**src/rtl/control_sequencer.sv**
```systemverilog
// rtl/control_sequencer.sv - hardwired T0-T7 control sequencer driving Datapath2 strobes.
// Optional SINGLE_STEP_EN adds a STEP hold state and the step input.
module control_sequencer #(
  parameter int         MEM_WAIT  = 1,
  parameter logic [4:0] ALU_INCPC = 5'd12,
  parameter logic [4:0] ALU_ADD   = 5'd2
) (
  input  logic        clk,
  input  logic        clr,
  input  logic [31:0] ir,
  input  logic        con_ff,
`ifdef SINGLE_STEP_EN
  input  logic        step,
`endif
  output logic        PCout,
  output logic        Zlowout,
  output logic        MDRout,
  output logic        Cout,
  output logic        BAout,
  output logic        Rout,
  output logic        InportOut,
  output logic        PCin,
  output logic        MARin,
  output logic        MDRin,
  output logic        IRin,
  output logic        Yin,
  output logic        Zin,
  output logic        Rin,
  output logic        CONin,
  output logic        OutportIn,
  output logic        Gra,
  output logic        Grb,
  output logic        Grc,
  output logic        Read,
  output logic        Write,
  output logic [4:0]  OpCode,
  output logic        run
);

  localparam logic [2:0] WAIT_INIT = 3'(MEM_WAIT);

  typedef enum logic [3:0] {
    S_T0, S_T1, S_T1W, S_T2, S_T3, S_T4, S_T5, S_T6, S_T6W, S_T7, S_HALT, S_STEP
  } state_t;

  state_t     state, state_next, done_state;
  logic [2:0] wait_cnt;
  logic       step_go;

  logic [4:0] op;
  logic       is_ld, is_ldi, is_st, is_mem, is_rtype, is_itype;
  logic       is_br, is_jr, is_jal, is_in, is_out, is_halt;
  logic       read_state;
  logic       unused_ir;

  assign op        = ir[31:27];
  assign unused_ir = ^ir[26:0];
  assign is_ld     = (op == 5'b00000);
  assign is_ldi    = (op == 5'b00001);
  assign is_st     = (op == 5'b00010);
  assign is_mem    = is_ld | is_ldi | is_st;
  assign is_rtype  = (op >= 5'b00011) && (op <= 5'b01011);
  assign is_itype  = (op >= 5'b01100) && (op <= 5'b01110);
  assign is_br     = (op == 5'b10011);
  assign is_jr     = (op == 5'b10100);
  assign is_jal    = (op == 5'b10101);
  assign is_in     = (op == 5'b10110);
  assign is_out    = (op == 5'b10111);
  assign is_halt   = (op == 5'b11011);

  // Cycles during which memory is being read; the wait counter reloads outside them.
  assign read_state = (state == S_T1) || (state == S_T1W) || (state == S_T6W) ||
                      ((state == S_T6) && is_ld);

`ifdef SINGLE_STEP_EN
  logic step_armed;

  // step must be seen low between advances, so a held-high step runs one instruction.
  always_ff @(posedge clk or posedge clr) begin
    if (clr)                   step_armed <= 1'b0;
    else if (!step)            step_armed <= 1'b1;
    else if (state == S_STEP)  step_armed <= 1'b0;
  end

  assign step_go    = (state == S_STEP) && step && step_armed;
  assign done_state = S_STEP;
`else
  assign step_go    = 1'b0;
  assign done_state = S_T0;
`endif

  always_ff @(posedge clk or posedge clr) begin
    if (clr) begin
      state    <= S_T0;
      wait_cnt <= 3'd0;
    end else begin
      state <= state_next;
      if (!read_state)          wait_cnt <= WAIT_INIT;
      else if (wait_cnt != 3'd0) wait_cnt <= wait_cnt - 3'd1;
    end
  end

  always_comb begin
    state_next = state;
    case (state)
      S_T0:        state_next = S_T1;
      S_T1, S_T1W: state_next = (wait_cnt == 3'd0) ? S_T2 : S_T1W;
      S_T2:        state_next = S_T3;
      S_T3: begin
        if (is_halt)                                            state_next = S_HALT;
        else if (is_mem || is_rtype || is_itype || is_br || is_jal) state_next = S_T4;
        else                                                    state_next = done_state;
      end
      S_T4:  state_next = (is_mem || is_rtype || is_itype || is_br) ? S_T5 : done_state;
      S_T5:  state_next = (is_ld || is_st || is_br) ? S_T6 : done_state;
      S_T6: begin
        if (is_ld)      state_next = (wait_cnt == 3'd0) ? S_T7 : S_T6W;
        else if (is_st) state_next = S_T7;
        else            state_next = done_state;
      end
      S_T6W:  state_next = (wait_cnt == 3'd0) ? S_T7 : S_T6W;
      S_T7:   state_next = done_state;
      S_HALT: state_next = S_HALT;
      S_STEP: state_next = step_go ? S_T0 : S_STEP;
      default: state_next = S_T0;
    endcase
  end

  always_comb begin
    {PCout, Zlowout, MDRout, Cout, BAout, Rout, InportOut} = '0;
    {PCin, MARin, MDRin, IRin, Yin, Zin, Rin, CONin, OutportIn} = '0;
    {Gra, Grb, Grc, Read, Write} = '0;
    OpCode = 5'd0;
    run    = clr || (state != S_HALT);
    // Strobes are held off while clr is asserted; T0 strobes appear once it drops.
    if (!clr) begin
      case (state)
        S_T0: begin PCout = 1'b1; MARin = 1'b1; Zin = 1'b1; OpCode = ALU_INCPC; end
        S_T1: begin
          Zlowout = 1'b1; PCin = 1'b1; Read = 1'b1; MDRin = (wait_cnt == 3'd0);
        end
        S_T1W, S_T6W: begin Read = 1'b1; MDRin = (wait_cnt == 3'd0); end
        S_T2: begin MDRout = 1'b1; IRin = 1'b1; end
        S_T3: begin
          if (is_mem)                     begin Grb = 1'b1; BAout = 1'b1; Yin = 1'b1; end
          else if (is_rtype || is_itype)  begin Grb = 1'b1; Rout = 1'b1; Yin = 1'b1; end
          else if (is_br)                 begin Gra = 1'b1; Rout = 1'b1; CONin = 1'b1; end
          else if (is_jr)                 begin Gra = 1'b1; Rout = 1'b1; PCin = 1'b1; end
          else if (is_jal)                begin PCout = 1'b1; Grb = 1'b1; Rin = 1'b1; end
          else if (is_in)                 begin InportOut = 1'b1; Gra = 1'b1; Rin = 1'b1; end
          else if (is_out)                begin Gra = 1'b1; Rout = 1'b1; OutportIn = 1'b1; end
        end
        S_T4: begin
          if (is_mem)         begin Cout = 1'b1; OpCode = ALU_ADD; Zin = 1'b1; end
          else if (is_rtype)  begin Grc = 1'b1; Rout = 1'b1; OpCode = op; Zin = 1'b1; end
          else if (is_itype)  begin Cout = 1'b1; OpCode = op; Zin = 1'b1; end
          else if (is_br)     begin PCout = 1'b1; Yin = 1'b1; end
          else if (is_jal)    begin Gra = 1'b1; Rout = 1'b1; PCin = 1'b1; end
        end
        S_T5: begin
          if (is_ld || is_st)                      begin Zlowout = 1'b1; MARin = 1'b1; end
          else if (is_ldi || is_rtype || is_itype) begin Zlowout = 1'b1; Gra = 1'b1; Rin = 1'b1; end
          else if (is_br)                          begin Cout = 1'b1; OpCode = ALU_ADD; Zin = 1'b1; end
        end
        S_T6: begin
          if (is_ld)              begin Read = 1'b1; MDRin = (wait_cnt == 3'd0); end
          else if (is_st)         begin Gra = 1'b1; Rout = 1'b1; MDRin = 1'b1; end
          else if (is_br && con_ff) begin Zlowout = 1'b1; PCin = 1'b1; end
        end
        S_T7: begin
          if (is_ld)      begin MDRout = 1'b1; Gra = 1'b1; Rin = 1'b1; end
          else if (is_st) Write = 1'b1;
        end
        default: ;
      endcase
    end
  end

  a_one_bus_source: assert property (@(posedge clk) disable iff (clr)
    $onehot0({PCout, Zlowout, MDRout, Cout, BAout, Rout, InportOut}));
  a_no_read_write: assert property (@(posedge clk) disable iff (clr) !(Read && Write));

endmodule

```
**config.mk**
```make
export PLATFORM = sky130hd
export DESIGN_NAME = control_sequencer
export DESIGN_NICKNAME = d
export VERILOG_FILES = /design/src/rtl/control_sequencer.sv
export SDC_FILE = /design/constraint.sdc
export NUM_CORES = 1
export LEC_CHECK = 0
export CAP_MARGIN = 10
export CORE_MARGIN = 2
export CORE_UTILIZATION = 30
export CTS_CLUSTER_SIZE = 40
export DETAILED_ROUTE_END_ITERATION = 12
export GPL_ROUTABILITY_DRIVEN = 0
export SKIP_CTS_REPAIR_TIMING = 1
export SYNTH_ARGS = -nofsm -noshare
export SYNTH_HDL_FRONTEND = slang
export SYNTH_SLANG_ARGS = --single-unit
```
**constraint.sdc**
```tcl
create_clock -name clk -period 1.9 [get_ports clk]
set_input_delay 0.38 -clock clk [delete_from_list [all_inputs] [get_ports clk]]
set_output_delay 0.38 -clock clk [all_outputs]
set_load 0.01 [all_outputs]
```
Word level (Yosys, flattened, before mapping)
Index checks and enable logic that the tools add are counted.
W data, S select, Z words.
{"block": "totals", "n_memories": 0, "rom_bits": 0, "latch_bits": 0, "register_bits": 7, "in_bits": 35, "ramBits": 0, "output_inout_bits": 27, "elab_cells": 188}
{"block": "op_classes", "order_cmp": 4, "shifts": 0, "muxes": 135, "n_eq_ne": 21, "add_sub_neg": 1, "multipliers": 0, "n_bitwise": 2, "n_reduce_logical": 23, "n_div": 0}
{"operator": "$mux W1", "n": 105}
{"operator": "$pmux W4 S10", "n": 1}
{"operator": "$eq A5 B5 Y1 const B", "n": 6}
{"operator": "$mux W5", "n": 4}
{"operator": "$eq A4 B3 Y1 const B", "n": 4}
{"operator": "$eq A4 B4 Y1 const B", "n": 4}
{"operator": "$mux W3", "n": 5}
{"operator": "$pmux W1 S3", "n": 5}
{"operator": "$pmux W5 S3", "n": 1}
{"operator": "$logic_or A1 B1 Y1", "n": 13}
{"operator": "$mux W4", "n": 3}
{"operator": "$pmux W1 S2", "n": 6}
{"operator": "$le A5 B4 Y1 const B", "n": 2}
{"operator": "$eq A4 B2 Y1 const B", "n": 2}
{"operator": "$mux W2", "n": 3}
{"operator": "$eq A5 B1 Y1 const B", "n": 1}
{"operator": "$eq A5 B2 Y1 const B", "n": 1}
{"operator": "$ge A5 B2 Y1 const B", "n": 1}
{"operator": "$ge A5 B4 Y1 const B", "n": 1}
{"operator": "$logic_not A5 Y1", "n": 1}
{"operator": "$pmux W1 S5", "n": 1}
{"operator": "$eq A4 B1 Y1 const B", "n": 1}
{"operator": "$logic_and A1 B1 Y1", "n": 4}
{"operator": "$logic_not A4 Y1", "n": 1}
{"operator": "9 further kinds", "n": 10}

Depth between registers and ports, before layout
Gate-level depths: netlist of the first run.
{"block": "depth", "ltp_word": 10, "ltp_mapped": 6, "ltp_nobuf": 6}

Worst setup path after synthesis of the first run
Ideal clock, no wire load.
{"block": "synth_timing", "path_kind": "input -> output", "start": "input port clr", "end": "output port InportOut", "t_arrival_ns": 1.532, "n_path_buf": 1, "required_time_ns": 1.520, "path_stages": 4, "setup_slack_ns": -0.012, "path_cell_list": "clkbuf_1 -> inv_1 -> nand3_1 -> nor4b_1"}
{"block": "synth_via", "elab_chain_len": 1}
{"item": "start: declaration", "line_no": "9", "rtl": "input logic clr,"}
{"item": "$mux W1", "line_no": "136", "rtl": "if (!clr) begin"}
{"item": "end: declaration", "line_no": "21", "rtl": "output logic InportOut,"}
Every way passes these cells.

Worst setup path in the final report of the first run
{"block": "layout_timing", "start": "register state[0]", "end": "output port Zin"}
{"block": "layout_via", "elab_chain_len": 3, "elab_cells_between_ends": 5, "classes_between": "eq/ne: 2; mux: 2; reduce/logical: 1"}
{"item": "start: declaration", "line_no": "46", "rtl": "state_t state, state_next, done_state;"}
{"item": "start signal: assignment", "line_no": "97", "rtl": "state <= state_next;"}
{"item": "$eq A4 B3 Y1 / $logic_not A4 Y1 (equally long branches)", "line_no": "137", "rtl": "case (state)"}
{"item": "$pmux W1 S3 *", "line_no": "137"}
{"item": "$mux W1 *", "line_no": "136"}
{"item": "end: declaration", "line_no": "27", "rtl": "output logic Zin,"}
Mark *: on every way between the ends. The rest lies on a longest branch, timed or not.

==> results.md, run 1 <==
* Diodes inserted at 0
* Crit path max-delay family: simple AND/OR/NAND/NOR gates
* Die area at 0.004809 mm²
* Highest Clock Rate at 0.4581 GHz
* Pin count of the biggest net entering global routing at 13
* Clock tree buffer depth at 2
* Initial antenna violation count at 0
* Drt wl/cell at 16.02 µm
* GR Overflow Total at 0
* CTS Sinks at 7
* Violated checks: setup timing
* Post-synthesis sequential element count at 7
* PortBufs at 33
* Most numerous cell in the Yosys netlist: nor2_1
* Area after DPL at 0.002076 mm²
* Pleak at 1.184 nW
* Layout cells sized above 1 at a little under two thirds
* Drt pass-1 iters at 4
* Final #Nets at approximately 330
* Fin crit share at 114.9%
* Clock Pin Slew Worst Setup and Hold Paths at 40 ps
* PnR worst setup slack at -283.0 ps
* CP cell instances: buf_4 -> buf_4 -> nor2b_4 -> nor3_2 -> a21oi_1 -> or3_4 -> a31oi_4 -> buf_6
* Main synth FF type: dfrtp_1
* Final setup fails at 23
* Worst hold path type: in -> async
* Synthesis Warnings at 0
* Design area at 0.002575 mm²
* Num CTS Buffers at 3
* GRT Util Overall at 19.15%
* Vias at 1815
* Routed vias/inst at ~5.4
* Drt total wl at 5431 µm
* Clock root buffer: clkbuf_8
* CP max-delay cell: dfrtp_2
* # H-tree levels at 1
* Die Span X at 69.35 µm
* Synth cell types at 54
* Commonest cells post-synth: nor2_1 (20), nand2_1 (19), a21oi_1 (18)
* Max cap viols at 0
* 1st-iter DRT viols at 87
* Number of synthesized flops with an enable pin at 0
* Status: finished, violations left
* Fin. max-slew vios at 0
* Clock Skew at 1.387 ps
* HPWL Detailed at ~3700 µm
* Die Height at 69.35 µm
* Average size of a mapped cell at 7.040 µm²
* Area Overhead vs Synth at 101.0%
* Worst path bufs/invs at 3
* CP arrival at 1800 ps
* Synth top area share at between 10% and 20%
* Critical Path End Type: output pin
* Global-route wire length before repair at ~7700 µm
* Initial Util at between 30% and 40%
* Critical path launch point type: register
* Syn_nets at 219
* Crit Path Max Fanout at 5
* Core Footprint at a little over 0.004 mm²
* Antenna Nets Post-Route at 0
* Vias in the first global route at 1562
* Final Hold Viols at 0
* Ports at 62
* Worst skew pair latency at ~220 ps
* Worst Reg-to-Reg Cells at 7
* RSZ-0062 raised after global routing: true
* Filler cells at 340
* Row count at 23
* Seq/Total Area, Yosys at 13.67%
* PnR Total Power at approximately 0.0025 W
* Tmin final at 2183 ps
* Synth async-reset ratio at 100.0%
* Req. time, crit path at around 1500 ps
* CTS tree: done
* Synth Cell Area at 0.001281 mm²
* Cell taking the most area after synthesis: dfrtp_1
* Pwr dens at roughly 960 mW/mm²
* CP Depth at 8
* Synth Instances at 182
* # DRC at 0
* Critical path's largest stage delay at 430 ps
* Crit-path most repeated cell: buf_4
* Top post-synthesis cells by area: dfrtp_1 (14%), a21oi_1 (7.0%), nor2_1 (5.9%), nand2_1 (5.6%), nand3_1 (3.5%)
* Worst VDD drop at 0.5818 mV
* Kind of critical path: reg -> out
## flip-flops by register name (all words and copies together), names as in the netlist
signal	count
state	4
wait_cnt	3
## report_power, final
part	switching, W	leakage [nW]	internal [W]
registers	0.0000680	0.0844	0.000211
clock network	0.0000603	0.0228	0.000145
logic	0.000956	1.08	0.00102
total	0.00108	1.18	0.00138
## area by class of cell
cell class / instances / area [µm²] / area share (%)
Multi-Input combinational cell: 153 / 1272 / 49.42
Timing Repair Buffer: 118 / 989.7 / 38.44
Sequential cell: 7 / 178.9 / 6.949
Tap cell: 50 / 62.56 / 2.430
Clock buffer: 4 / 45.04 / 1.749
Inverter: 7 / 26.28 / 1.020
## tightest hold or removal path, cell delays in order
cell and delay (ps):
dlymetal6s2s_1 180, inv_1 130, buf_4 160, buf_4 160
## stage by stage
step / util [%] / hold slack, ps / cells / setup slack (ps) / setup TNS [ps]
floorplan: - / 443.0 / 182 / -12.36 / -23.72
global placement: 51.16 / 528.2 / 313 / -1011 / -22840
detailed placement: 51.16 / 542.6 / 313 / -995.8 / -22140
CTS: 52.27 / 553.5 / 317 / -1009 / -21530
global route: 63.46 / 484.8 / 339 / -374.9 / -5321
finish: 63.46 / 458.6 / 339 / -283.0 / -3581
## per-layer routing
metal  global-route usage [%]  share of wire [%]  up-vias  routed length [µm]
met5                        0                  0        -                   0
met4                    1.089                1.3        0                  72
met3                    4.360                6.1       10                 329
met2                    26.60                 47       67                2531
met1                    30.83                 46      869                2498
li1                         -                  -      869                   -
## path summary, 6_finish.rpt
path,startpoint,to,slack (ps)
max,state[0],Zin,-280
min in group clk,wait_cnt[2],wait_cnt[2],550
max reg2reg,state[0],state[1],120
max in group asynchronous,clr,state[3],1310
min reg2reg,wait_cnt[2],wait_cnt[2],550
min,clr,state[0],460
## kinds of logic after synthesis
kind of cell,Yosys count,share of synthesized area (%)
other,1,0.2927
multiplexers,1,0.7813
AND/OR/NAND/NOR,95,44.43
adder cells (fa/ha/maj),2,1.953
buffers and inverters,22,8.593
XOR/XNOR,4,2.734
AO/OA/AOI/OAI,50,27.54
flip-flops,7,13.67
## cells in the final DEF (no fill, tap or decap), types with 3 or more instances in the layout
cell / Yosys / routed
clkbuf_8: 0 / 3
nor2b_1: 7 / 5
buf_6: 1 / 21
nor2_4: 2 / 4
nand2_4: 2 / 7
a31oi_1: 4 / 3
a21oi_2: 0 / 7
buf_2: 7 / 20
dfrtp_2: 0 / 3
dfrtp_1: 7 / 4
or3_4: 1 / 4
nor3_4: 0 / 4
clkbuf_2: 0 / 4
a21oi_1: 18 / 11
nor2_2: 0 / 4
nand2b_1: 5 / 4
nor4_4: 1 / 3
o211ai_1: 5 / 5
nand2_1: 19 / 11
dlymetal6s2s_1: 0 / 4
buf_4: 3 / 63
xnor2_1: 4 / 4
nor2_1: 20 / 14
inv_1: 5 / 5
o21ai_0: 8 / 6
nand3_1: 9 / 6
nand2_2: 0 / 3
Power figures use the tool's default switching activity.
==> run 2, diff against run 1 <==
--- a/config.mk
+++ b/config.mk
@@ -5,12 +5,14 @@
 export SDC_FILE = /design/constraint.sdc
 export NUM_CORES = 1
 export LEC_CHECK = 0
+export ABC_AREA = 1
 export CAP_MARGIN = 10
 export CORE_MARGIN = 2
 export CORE_UTILIZATION = 30
 export CTS_CLUSTER_SIZE = 40
 export DETAILED_ROUTE_END_ITERATION = 12
 export GPL_ROUTABILITY_DRIVEN = 0
+export PLACE_DENSITY = 0.66
 export SKIP_CTS_REPAIR_TIMING = 1
 export SYNTH_ARGS = -nofsm -noshare
 export SYNTH_HDL_FRONTEND = slang
==> run 2 against run 1 <==
  * The run still ends with setup timing left
  * Synthesized cell count up 1.6%
  * Sequential power is 7% lower
  * Global-route usage down 1.6 points
  * Area after synthesis fell by 18%
  * Power fell by 33%
  * Sequential cell count is the same
  * Final cell count decreased by 5.6%
  * Worst setup slack better by 220 ps
==> results.md, run 2 <==
* Status: finished, violations left
* Violated checks: setup timing
* DR WL met2 at 2143 µm (-15%)
* Tmin final at 1966 ps (-216.8 ps)
* Final setup fails at 13 (-43%)
* Main synth FF type: dfrtp_1
* Routed vias/inst at 4.816 (-10%)
* Final #Nets at 312 (-4.6%)
* Hold Path Origin: wait_cnt[1]
* Worst Hold Path EP: wait_cnt[1]
* PortBufs at 33 (unchanged)
* Fin crit share at 103.5% (-11 points)
* Synth async-reset ratio at 100.0% (unchanged)
* Multiplexer share of the synthesized area at 0% (-0.78 points)
* Drt wl/cell at 13.03 µm (-19%)
* Most numerous cell in the Yosys netlist: nand2_1
* Post-synthesis xor/xnor area fraction at 0.8333% (-1.9 points)
* Critical path launch point type: register
* Commonest non-fill, non-tap cell in the layout: buf_4
* Compound-Gate Fraction of Synth Area at 13.10% (-14 points)
* Fin. max-slew vios at 0 (unchanged)
* PnR worst setup slack at -66.24 ps (+216.8 ps)
* Net Sw Power at 0.0007594 W (-30%)
* CTS tree: done
* Drt total wl at 4169 µm (-23%)
* Filler cells at 322 (-5.3%)
* Antenna Nets Post-Route at 0 (unchanged)
* # DRC at 0 (unchanged)
* CP startpoint: state[2]
* Post-synthesis adder-cell area fraction at 2.381% (+0.43 points)
* Cell taking the most area after synthesis: nand2_1
* Vias in the first global route at 1301 (-17%)
* Clock root buffer: clkbuf_4
* 1st-iter DRT viols at 68 (-22%)
* Initial antenna violation count at 0 (unchanged)
* Synth cell types at 30 (-44%)
* Ports at 62 (unchanged)
* RSZ-0062 raised after global routing: true
* Worst VDD drop at 0.5244 mV (-9.9%)
* Final Hold Viols at 0 (unchanged)
* CTS Sinks at 7 (unchanged)
* Area after DPL at 0.001763 mm² (-15%)
* Kind of critical path: reg -> out
* Hold depth at 2
* Vias at 1541 (-15%)
* Wl on met1 at 1859 µm (-26%)
* Layout cells sized above 1 at 59.49% (-4.2 points)
* Max reg flops at 4 (unchanged)
* Pin count of the biggest net entering global routing at 10 (-3)
* Synth Instances at 185 (+1.6%)
* Clock tree buffer depth at 2 (unchanged)
* Worst skew pair latency at 240 ps (+20 ps)
* Post-synthesis sequential element count at 7 (unchanged)
* Critical Path End Type: output pin
* Area Overhead vs Synth at 94.17%
* Worst Reg-to-Reg Cells at 8 (+1)
* Crit Path Max Fanout at 2 (-3)
* Highest Clock Rate at 0.5086 GHz (+11%)
* Design area at 0.002041 mm² (-21%)
* Core Footprint at 0.003363 mm² (-17%)
* R2r startpoint: state[2]
* Top post-synthesis cells by area: nand2_1 (17%), dfrtp_1 (17%), nor2_1 (10%), nand3_1 (10%), inv_1 (9.3%)
* Pwr dens at 805.9 mW/mm² (-16%)
* Worst hold path type: reg -> reg
* Reg2reg setup slack at 480 ps (+360 ps)
* Number of synthesized flops with an enable pin at 0 (unchanged)
* Die Height at 63.19 µm (-8.9%)
* Comb power frac at 76.4% (-3.9 points)
* Drt pass-1 iters at 4 (unchanged)
* Row count at 21 (-8.7%)
* Top reg by flops: state
* Average size of a mapped cell at 5.681 µm² (-19%)
* GRT Util Overall at 17.57% (-1.6 points)
* Global-route wire length before repair at 5733 µm (-25%)
* Most frequent cells in the layout: buf_4 (49), nand2_1 (33), buf_2 (23)
* CP arrival at 1590 ps (-210 ps)
* Num CTS Buffers at 3 (unchanged)
* Die area at 0.003993 mm² (-17%)
* Clock Pin Slew Worst Setup and Hold Paths at 50 ps (about the same)
* Clock Skew at 2.763 ps (+1.375 ps)
* Largest family of logic cells by synthesized area: simple AND/OR/NAND/NOR gates
* Die Span X at 63.19 µm (-8.9%)
* Initial Util at 31.25% (-0.33 points)
* Req. time, crit path at 1520 ps (about the same)
* Place WS at -818.3 ps (+177.5 ps)
* Pleak at 1.089 nW (-8.1%)
* Flop pwr share at 15.8% (+4.4 points)
* Syn_nets at 222 (+1.4%)
* Met3 wire length at 166 µm (-50%)
* Top layer in use: met3
* Synth Cell Area at 0.001051 mm² (-18%)
* GR Overflow Total at 0 (unchanged)
* Synthesis Warnings at 0 (unchanged)
* Seq/Total Area, Yosys at 16.67% (+3.0 points)
* Sw frac at 46.18% (+2.1 points)
* Final setup TNS at -319.7 ps (+3262 ps)
* Max cap viols at 0 (unchanged)
* Reg2reg end: wait_cnt[0]
* Post-synthesis simple-gate area fraction at 53.81% (+9.4 points)
* Commonest cells post-synth: nand2_1 (47), nor2_1 (29), inv_1 (26)
* Int Power at 0.0008851 W (-36%)
* HPWL Detailed at 2934 µm (-21%)
* Diodes inserted at 0 (unchanged)
* Synth top area share at 16.79% (+3.1 points)
* Part of the power in the clock network at 7.8% (-0.5 points)
* # H-tree levels at 1 (unchanged)
* Largest regs: state (4), wait_cnt (3)
run 2: cell types whose count changed after synthesis, moves of 7 or more:
cell     before  now
nand3_1       9   21
nor2_1       20   29
inv_1         5   26
nor2b_1       7    0
a21oi_1      18   11
nand2_1      19   47
buf_2         7    0
run 2: cells by family (layout without fill, tap and decap cells):
group	after synthesis	in the layout
other	1	1
xor gates and xnor gates	1	1
and+or+nand+nor	119	119
AOI/OAI and AO/OA	22	22
buffers and inverters	33	122
adders and majority gates	2	2
DFF	7	7
run 2: stage by stage:
stage | power (W) | hold WS (ps) | cells | utilization (%)
after floorplan | 0.0007575 | 403.7 | 185 | -
after global placement | 0.001258 | 512.1 | 305 | 52.42
after detailed placement | 0.001269 | 513.6 | 305 | 52.42
after CTS | 0.001408 | 521.5 | 309 | 53.20
after global routing | 0.001780 | 533.1 | 320 | 60.68
final | 0.001645 | 522.1 | 320 | 60.68
run 2: final cells by class:
type	instances	area [µm²]	area share, %
Multi-Input combinational cell	145	991.0	48.56
Timing Repair Buffer	89	676.9	33.17
Sequential cell	7	177.7	8.706
Inverter	29	111.4	5.457
Tap cell	46	57.56	2.820
Clock buffer	4	26.28	1.288
run 2: power groups by stage:
stage / combinational, W / clock, W / sequential [W]
6_report: 0.00126 / 0.000128 / 0.000260
5_1_grt: 0.00136 / 0.000151 / 0.000265
4_1_cts: 0.00103 / 0.000135 / 0.000243
3_5_place_dp: 0.00102 / 0 / 0.000245
3_3_place_gp: 0.00101 / 0 / 0.000244
2_1_floorplan: 0.000516 / 0 / 0.000241
run 2: how the worst max path moves through the flow:
stage,slack (ps),endpoint
2_1_floorplan,250,Write
3_3_place_gp,-770,Gra
3_5_place_dp,-820,Gra
4_1_cts,-830,Gra
5_1_grt,-180,MDRin
6_report,-70,MDRin
run 2: layer usage:
layer	GRT usage (%)	up-vias
met4	0.8152	0
met2	29.65	41
met3	3.214	0
li1	-	773
met5	0	-
met1	24.59	727
run 2: critical path, stage by stage (launching register included):
cell	delay (ps)
dfrtp_2	430
buf_12	140
nor2_4	120
buf_4	120
nand2_1	80
nand2_2	90
nand2_1	50
nand2_1	60
nand2_2	60
nor2_2	70
buf_2	130
==> run 3, diff against run 2 <==
--- a/config.mk
+++ b/config.mk
@@ -8,11 +8,12 @@
 export ABC_AREA = 1
 export CAP_MARGIN = 10
 export CORE_MARGIN = 2
-export CORE_UTILIZATION = 30
+export CORE_UTILIZATION = 38
 export CTS_CLUSTER_SIZE = 40
 export DETAILED_ROUTE_END_ITERATION = 12
 export GPL_ROUTABILITY_DRIVEN = 0
-export PLACE_DENSITY = 0.66
+export MAX_ROUTING_LAYER = met4
+export PLACE_DENSITY = 0.81
 export SKIP_CTS_REPAIR_TIMING = 1
 export SYNTH_ARGS = -nofsm -noshare
 export SYNTH_HDL_FRONTEND = slang
==> run 3 against run 2 <==
  * The run still ends with setup timing left
  * Final cell count decreased by 6.6%
  * Hold slack worse by 260 ps
  * Global-route usage up 6.0 points
  * Sequential cell count is the same
  * Sequential share of layout area increased by 0.62 points
  * Largest power group unchanged
==> results.md, run 3 (synthesis gave the netlist of run 2 again) <==
* Status: finished, violations left
* Violated checks: setup timing
* Wl on met1 at 1790 µm (-3.7%)
* Net Sw Power at 0.0007432 W (-2.1%)
* HPWL Detailed at 2870 µm (-2.2%)
* Part of the power in the clock network at 8.7% (+0.9 points)
* Place WS at -848.4 ps (-30.11 ps)
* Int Power at 0.0007824 W (-12%)
* Tmin final at 2084 ps (+117.7 ps)
* Initial Util at 39.12% (+7.9 points)
* Row count at 19 (-9.5%)
* DR WL met2 at 2165 µm (+1.0%)
* Die Height at 56.59 µm (-10%)
* Fin cells at 299 (-6.6%)
* Reg2reg setup slack at 350 ps (-130 ps)
* Clock tree buffer depth at 2 (unchanged)
* Vias in the first global route at 1366 (+5.0%)
* Max reg flops at 4 (unchanged)
* Layout cells sized above 1 at 58.21% (-1.3 points)
* Top reg by flops: state
* Ports at 62 (unchanged)
* # DRC at 0 (unchanged)
* Max cap viols at 0 (unchanged)
* Clock Pin Slew Worst Setup and Hold Paths at 50 ps (about the same)
* R2r startpoint: state[0]
* Drt pass-1 iters at 4 (unchanged)
* Critical path launch point type: register
* Critical Path End Type: output pin
* Pin count of the biggest net entering global routing at 10 (unchanged)
* Vias at 1634 (+6.0%)
* Diodes inserted at 0 (unchanged)
* Flop pwr share at 18.2% (+2.4 points)
* Largest regs: state (4), wait_cnt (3)
* Worst skew pair latency at 250 ps (about the same)
* Crit Path Max Fanout at 5 (+3)
* Drt wl/cell at 15.01 µm (+15%)
* Kind of critical path: reg -> out
* Worst Reg-to-Reg Cells at 8 (unchanged)
* Commonest non-fill, non-tap cell in the layout: buf_4
* Top layer in use: met4
* Global-route wire length before repair at 5913 µm (+3.1%)
* Antenna Nets Post-Route at 0 (unchanged)
* Num CTS Buffers at 3 (unchanged)
* Die area at 0.003202 mm² (-20%)
* Pwr dens at 795.4 mW/mm² (-1.3%)
* Clock root buffer: clkbuf_4
* # H-tree levels at 1 (unchanged)
* Final Hold Viols at 0 (unchanged)
* Pleak at 1.050 nW (-3.5%)
* Fin. max-slew vios at 0 (unchanged)
* Final setup fails at 19 (+6)
* Comb power frac at 73.1% (-3.3 points)
* Die Span X at 56.59 µm (-10%)
* CTS Sinks at 7 (unchanged)
* GR Overflow Total at 0 (unchanged)
* Worst VDD drop at 0.9994 mV (+91%)
* Highest Clock Rate at 0.4799 GHz (-5.6%)
* RSZ-0062 raised after global routing: true
* GRT Util Overall at 23.62% (+6.0 points)
* CP arrival at 1700 ps (+110 ps)
* Req. time, crit path at 1520 ps (about the same)
* Initial antenna violation count at 0 (unchanged)
* Clock Skew at 5.359 ps (+2.597 ps)
* 1st-iter DRT viols at 81 (+19%)
* PnR worst setup slack at -184.0 ps (-117.7 ps)
* Placed cells at 289 (-5.2%)
* Area Overhead vs Synth at 82.50%
* Core Footprint at 0.002686 mm² (-20%)
* Final #Nets at 306 (-1.9%)
* Fin crit share at 109.7% (+6.2 points)
* Sw frac at 48.72% (+2.5 points)
* Met3 wire length at 393 µm (+140%)
* Worst hold path type: in -> async
* Routed vias/inst at 5.465 (+13%)
* Most frequent cells in the layout: buf_4 (43), nand2_1 (32), buf_2 (21)
* Reg2reg end: state[1]
* Drt total wl at 4488 µm (+7.7%)
* CTS tree: done
* PortBufs at 33 (unchanged)
-- run 3: routing by layer --
layer / GRT usage (%) / up-vias
met2: 38.70 / 99
li1: - / 760
met3: 4.839 / 22
met1: 30.20 / 753
met4: 4.762 / 0
met5: - / -
-- run 3: worst max path at each step --
stage	start	to	depth (start not counted)
after floorplan	clr	Write	4
after global placement	ir[30]	Gra	9
after detailed placement	ir[30]	OpCode[3]	7
after CTS	ir[30]	Cout	9
after global routing	state[0]	Grb	8
final	state[0]	Grb	8
-- run 3: layout make-up --
type | count | area (µm²)
Timing Repair Buffer | 83 | 615.6
Inverter | 29 | 108.9
Clock buffer | 4 | 26.28
Sequential cell | 7 | 178.9
Multi-Input combinational cell | 145 | 949.7
Tap cell | 31 | 38.79
Fill cell | 198 | 768.2
-- run 3: stage by stage --
| step | hold WS [ps] | cell area [µm²] | setup TNS (ps) | power [W] | utilization, % |
|---|---|---|---|---|---|
| after floorplan | 403.7 | 1051 | 0 | 0.0007575 | - |
| after global placement | 508.9 | 1737 | -17280 | 0.001217 | 64.65 |
| after detailed placement | 514.9 | 1737 | -18100 | 0.001233 | 64.65 |
| after CTS | 521.4 | 1763 | -17720 | 0.001373 | 65.63 |
| after global routing | 268.1 | 1918 | -3265 | 0.001648 | 71.40 |
| final | 266.9 | 1918 | -1368 | 0.001526 | 71.40 |
-- run 3: worst max-delay path, cell delays in order, from the launching register on --
cell	delay, ps
dfrtp_2	450
nor2_4	140
inv_2	60
nor2_4	180
inv_2	80
nor2_2	130
inv_2	80
a21oi_2	140
buf_2	170
-- run 3: power groups by stage --
| stage | Combinational [W] | Sequential, W | Clock, W |
|---|---|---|---|
| 2_1_floorplan | 0.000516 | 0.000241 | 0 |
| 3_3_place_gp | 0.000971 | 0.000246 | 0 |
| 3_5_place_dp | 0.000986 | 0.000247 | 0 |
| 4_1_cts | 0.000990 | 0.000244 | 0.000139 |
| 5_1_grt | 0.00121 | 0.000285 | 0.000148 |
| 6_report | 0.00112 | 0.000277 | 0.000133 |
